<file path="src/rtl/regfile_pkg.sv">
// Shared sizing constants for the scoreboarded register file.
package regfile_pkg;
  localparam int DATA_W_DEF = 32;
  localparam int ADDR_W_DEF = 5;
  localparam int NREGS_DEF  = 2 ** ADDR_W_DEF;

  function automatic int nregs_of(input int addr_w);
    return 2 ** addr_w;
  endfunction
endpackage

</file>
<file path="src/rtl/reg_scoreboard.sv">
// Pending-bit tracker: one bit per register plus a running popcount.
// Lookups return the post-edge state so readers see same-cycle set/clear.
module reg_scoreboard
  import regfile_pkg::*;
#(
  parameter int ADDR_W = ADDR_W_DEF
) (
  input  logic              clk,
  input  logic              rst,
  input  logic              set_en,
  input  logic [ADDR_W-1:0] set_addr,
  input  logic              clr_en,
  input  logic [ADDR_W-1:0] clr_addr,
  input  logic [ADDR_W-1:0] look_a,
  input  logic [ADDR_W-1:0] look_b,
  output logic              pend_a,
  output logic              pend_b,
  output logic [ADDR_W:0]   cnt
);
  localparam int NREGS = nregs_of(ADDR_W);

  logic [NREGS-1:0] pend_reg;
  logic [NREGS-1:0] pend_next;
  logic [ADDR_W:0]  cnt_reg;
  logic [ADDR_W:0]  cnt_next;
  logic             set_v;
  logic             clr_v;
  logic             inc;
  logic             dec;

  assign set_v = set_en && (set_addr != '0);
  assign clr_v = clr_en && (clr_addr != '0);

  // Set is applied after clear, so a same-address reserve wins over a write.
  for (genvar gi = 0; gi < NREGS; gi++) begin : g_bit
    if (gi == 0) begin : g_zero
      assign pend_next[gi] = 1'b0;
    end else begin : g_reg
      assign pend_next[gi] = (pend_reg[gi] && !(clr_v && clr_addr == ADDR_W'(gi)))
                           || (set_v && set_addr == ADDR_W'(gi));
    end
  end

  assign inc = set_v && !pend_reg[set_addr];
  assign dec = clr_v && pend_reg[clr_addr] && !(set_v && set_addr == clr_addr);

  always_comb begin
    cnt_next = cnt_reg;
    if (inc && !dec) cnt_next = cnt_reg + 1'b1;
    else if (dec && !inc) cnt_next = cnt_reg - 1'b1;
  end

  always_ff @(posedge clk or posedge rst) begin
    if (rst) begin
      pend_reg <= '0;
      cnt_reg  <= '0;
    end else begin
      pend_reg <= pend_next;
      cnt_reg  <= cnt_next;
    end
  end

  assign pend_a = pend_next[look_a];
  assign pend_b = pend_next[look_b];
  assign cnt    = cnt_reg;
endmodule

</file>
<file path="src/rtl/reg_file_sb.sv">
// Two-read, one-write register file with registered reads, optional
// write-to-read forwarding and a pending-producer scoreboard.
module reg_file_sb
  import regfile_pkg::*;
#(
  parameter int DATA_W = DATA_W_DEF,
  parameter int ADDR_W = ADDR_W_DEF,
  parameter int BYPASS = 1
) (
  input  logic              clk,
  input  logic              rst,
  input  logic [ADDR_W-1:0] ra,
  input  logic [ADDR_W-1:0] rb,
  output logic [DATA_W-1:0] a,
  output logic [DATA_W-1:0] b,
  output logic              a_pend,
  output logic              b_pend,
  input  logic              rsv_en,
  input  logic [ADDR_W-1:0] rsv_addr,
  input  logic              wr_en,
  input  logic [ADDR_W-1:0] wr_addr,
  input  logic [DATA_W-1:0] wr_data,
  output logic [ADDR_W:0]   pend_cnt
);
  localparam int NREGS = nregs_of(ADDR_W);

  logic [DATA_W-1:0] mem [NREGS];
  logic [DATA_W-1:0] a_next;
  logic [DATA_W-1:0] b_next;
  logic              wr_v;
  logic              pend_a_next;
  logic              pend_b_next;

  assign wr_v = wr_en && (wr_addr != '0);

  // Entry 0 is never written, so reading it always yields zero.
  always_comb begin
    a_next = mem[ra];
    b_next = mem[rb];
    if (BYPASS != 0 && wr_v && wr_addr == ra) a_next = wr_data;
    if (BYPASS != 0 && wr_v && wr_addr == rb) b_next = wr_data;
  end

  always_ff @(posedge clk or posedge rst) begin
    if (rst) begin
      for (int i = 0; i < NREGS; i++) mem[i] <= '0;
    end else if (wr_v) begin
      mem[wr_addr] <= wr_data;
    end
  end

  reg_scoreboard #(.ADDR_W(ADDR_W)) u_sb (
    .clk      (clk),
    .rst      (rst),
    .set_en   (rsv_en),
    .set_addr (rsv_addr),
    .clr_en   (wr_en),
    .clr_addr (wr_addr),
    .look_a   (ra),
    .look_b   (rb),
    .pend_a   (pend_a_next),
    .pend_b   (pend_b_next),
    .cnt      (pend_cnt)
  );

  always_ff @(posedge clk or posedge rst) begin
    if (rst) begin
      a      <= '0;
      b      <= '0;
      a_pend <= 1'b0;
      b_pend <= 1'b0;
    end else begin
      a      <= a_next;
      b      <= b_next;
      a_pend <= pend_a_next;
      b_pend <= pend_b_next;
    end
  end
endmodule

</file>
<file path="config.mk">
export PLATFORM = sky130hd
export DESIGN_NAME = reg_file_sb
export DESIGN_NICKNAME = d
export VERILOG_FILES = /design/src/rtl/regfile_pkg.sv /design/src/rtl/reg_scoreboard.sv /design/src/rtl/reg_file_sb.sv
export SDC_FILE = /design/constraint.sdc
export NUM_CORES = 2
export LEC_CHECK = 0
export ABC_AREA = 0
export ABC_CLOCK_PERIOD_IN_PS = 50100
export BUFFER_PORTS_ARGS = -buffer_cell sky130_fd_sc_hd__buf_2
export CORE_ASPECT_RATIO = 1.1
export CORE_MARGIN = 3
export CORE_UTILIZATION = 35
export CTS_CLUSTER_SIZE = 40
export DETAILED_ROUTE_END_ITERATION = 10
export MAX_ROUTING_LAYER = met4
export REMOVE_ABC_BUFFERS = 1
export SYNTH_ARGS = -nofsm -noshare
export SYNTH_HDL_FRONTEND = slang
export SYNTH_SLANG_ARGS = --single-unit
</file>
<file path="constraint.sdc">
create_clock -name clk -period 50.1 [get_ports clk]
set_clock_uncertainty 0.1 [all_clocks]
set_input_delay 12.525 -clock clk [delete_from_list [all_inputs] [get_ports clk]]
set_output_delay 12.525 -clock clk [all_outputs]
set_load 0.1 [all_outputs]
</file>
==> flow_metrics.env <==
export IMPL_core_rowCount=157
export IMPL_p_per_area_nw_per_um2=43.10
export IMPL_cp_start_kind="input port"
export IMPL_ctsResizeCount=0
export IMPL_report_final_setup_viol=0
export IMPL_netlist_area_leader_share_pct=47.80
export IMPL_synthToLayoutAreaGrowth_pct=11.20
export IMPL_cts_max_path_buffers=3
export IMPL_detailedRoute_firstIterationViolations=2929
export IMPL_maxSlewViolCount=0
export IMPL_power_leakage_nw=27.80
export IMPL_regToRegStartpoint="u_sb.pend_reg[23]$_DFF_PP0_"
export IMPL_drt_pass1_iter_count=5
export IMPL_mean_area_per_synthesized_cell_um2=16.14
export IMPL_clk_insertion_delay_late_ps=740
export IMPL_postCtsSetupRepairBufs=0
export IMPL_layout_nets=3605
export IMPL_synth_sequential_area_ratio_pct=47.80
export IMPL_synth_xor_xnor_area_share_pct=0.2969
export IMPL_final_core_utilization_pct=39.29
export IMPL_chipHeight_um=436.6
export IMPL_grt_first_pass_wirelength_um=261200
export IMPL_ys_warnings=0
export IMPL_max_slew_margin_rel_pct=14.89
export IMPL_grt_remaining_overflow=0
export IMPL_fmax_mhz=59.32
export IMPL_final_antenna_net_count=0
export IMPL_result_of_the_run="complete, no violations"
export IMPL_cts_tree="yes"
export IMPL_post_route_drc=0
export IMPL_die_outline_area_um2=173500
export IMPL_dominant_cell_type_by_area_after_synthesis="dfrtp_1"
export IMPL_r2r_end="u_sb.cnt[5]$_DFFE_PP0P_"
export IMPL_final_setup_tns_ps=0
export IMPL_synthesis_area_um2=59000
export IMPL_clock_sinks=1127
export IMPL_yosys_top_cells_area="dfrtp_1, mux4_2, mux2_2"
export IMPL_worst_r2r_setup_slack_ps=46570
export IMPL_finalWeightedCongestion=0.8037
export IMPL_synth_top_cells_by_count="dfrtp_1, mux2_2, mux4_2, clkbuf_1, buf_2"
export IMPL_asyncSetResetFlopFracSynth_pct=100.0
export IMPL_drv_cap=0
export IMPL_dpl_hpwl_um=92860
export IMPL_endpoint_kind="flip-flop"
export IMPL_worstHoldPathType="flip-flop to flip-flop"
export IMPL_post_cts_hold_buffer_count=0
export IMPL_grt_antenna_before_repair=13
export IMPL_yosys_cell_types_count=54
export IMPL_grt_setup_unrepaired="no"
export IMPL_endpoint_required_time_on_the_critical_path_ps=50580
export IMPL_layout_min_cycle_time_ps=16860
export IMPL_yosys_area_share_adder_pct=0.1400
export IMPL_io_buffers=127
export IMPL_synth_top_family_by_area="multiplexers"
export IMPL_final_layout_size_suffix_gt1_share_pct=57.30
export IMPL_yosys_mux_area_fraction_pct=45.44
export IMPL_postSynth_topFlopCell="dfrtp_1"
export IMPL_yosysMostFrequentCell="dfrtp_1"
export IMPL_fp_coreArea_um2=167000
export IMPL_num_fill_cells=15370
export IMPL_route_detailed_wl_per_inst_um=29.81
export IMPL_timing_final_hold_violations=0
export IMPL_detailedPlace_worstSlack_ps=32350
export IMPL_hold_path_end="mem[1018]$_DFFE_PP0P_"
export IMPL_critPathArrivalTime_ps=17340
export IMPL_synth_enable_flop_cells=0
export IMPL_crit_path_max_fo=44
export IMPL_registers_top_by_ff_count="mem"
export IMPL_layout_setup_ws_ps=33240
export IMPL_largest_register_ffs=1024
export IMPL_die_width_um=397.5
export IMPL_timing_reg2reg_worst_path_depth=14
export IMPL_wl_um=175300
export IMPL_vdd_drop_max_mv=0.03266
export IMPL_ctsHtreeMaxLevel=3
export IMPL_fin_total_pwr_mw=2.827
export IMPL_synth_seq_cells=1127
export IMPL_fin_crit_sh_pct=33.65
export IMPL_hold_worst_slack_ps=294.6
export IMPL_globalRouteTotalUtil_pct=20.96
export IMPL_path_clk_slew_ps=60
export IMPL_hold_path_cell_count=0
export IMPL_initial_utilization_pct=35.33
export IMPL_biggestRegsByFlops="mem (1024), a (32), b (32)"
export IMPL_worstSetupStartpoint="ra[0]"
export IMPL_yosys_area_share_simple_pct=1.644
export IMPL_io_pin_count=128
export IMPL_routed_via_count=34360
export IMPL_numCtsBuffers=115
export IMPL_synth_compound_area_share_pct=1.465
export IMPL_tightest_pin_transition_ps=1260
export IMPL_grt_start_max_net_pins=175
export IMPL_postSynthCellCount=3656
export IMPL_viasPerCell=5.843
export IMPL_first_global_vias=36420
export IMPL_cts_root_buf="clkbuf_16"
export IMPL_timing_worst_setup_path_type="input port to flip-flop"
export IMPL_hold_path_startpoint="mem[1018]$_DFFE_PP0P_"
-- cells by family (layout without fill, tap and decap cells) --
group,after synthesis,after routing
buf+inv,439,425
other cells,0,12
simple gates,198,198
compound gates,142,142
flops,1127,1127
fa+ha+maj,6,6
mux,1724,1724
xor+xnor,20,20
-- worst max path at each step --
stage          depth (start not counted)             end
5_1_grt                                9  a[0]$_DFF_PP0_
3_5_place_dp                           9  a[1]$_DFF_PP0_
6_report                               9  a[0]$_DFF_PP0_
3_3_place_gp                           9  a[7]$_DFF_PP0_
2_1_floorplan                          1  a[0]$_DFF_PP0_
4_1_cts                                9  a[0]$_DFF_PP0_
-- per-layer routing --
| metal | share of wire, % | up-vias | track usage, % | wire, um |
|---|---|---|---|---|
| met5 | 0 | - | - | 0 |
| met2 | 49 | 957 | 33.82 | 86330 |
| li1 | - | 13970 | - | - |
| met4 | 2.7 | 0 | 5.727 | 4786 |
| met3 | 4.9 | 253 | 2.906 | 8662 |
| met1 | 43 | 19180 | 27.84 | 75500 |
-- per-stage QoR --
step                instances  instance area [um^2]
global route             5876                 65600
detailed placement       5652                 61470
finish                   5880                 65610
floorplan                3234                 57170
CTS                      5868                 65580
global placement         5652                 61470
-- report_power, final --
part	total (mW)	switching (mW)	internal, mW
logic	0.677	0.335	0.343
registers	1.22	0.129	1.09
clock network	0.930	0.386	0.544
-- worst max-delay path, cell delays in order --
cell and delay (ps):
buf_8 320, buf_4 660, buf_4 680, buf_4 820, buf_4 760, mux4_2 610, mux4_2 510, mux2i_1 140
o21ai_0 90
-- layout make-up --
class | instances | area (um^2) | area share, %
Tap cell | 2226 | 2785 | 4.245
Sequential cell | 1127 | 28200 | 42.99
Clock inverter | 49 | 669.4 | 1.020
Inverter | 17 | 71.32 | 0.1087
Timing Repair Buffer | 192 | 1261 | 1.922
Multi-Input combinational cell | 2090 | 29150 | 44.43
Clock buffer | 167 | 3435 | 5.235
Antenna cell | 12 | 30.03 | 0.04577
-- cell usage in the layout (no fill, tap or decap), types with 5 or more instances in the layout --
cell type  instances
nand2_1           96
o21ai_0           29
buf_4             63
nor2_4            16
nor3b_1            6
mux2i_1           66
xor2_1             9
a21oi_1           10
nor2_1             8
ha_1               5
nand4b_1           5
buf_2            117
nand2_4           15
clkinv_2          24
a22oi_1            8
mux4_2           664
clkbuf_1          17
xnor2_1           11
diode_2           12
o211ai_1           7
buf_12             6
inv_1             16
clkbuf_16        116
nor2b_1           10
o21ai_1           56
a22o_1             9
clkbuf_8          34
dfrtp_1         1127
nand3_1           13
bufinv_16         13
mux2_2           994
Power figures use the tool's default switching activity.
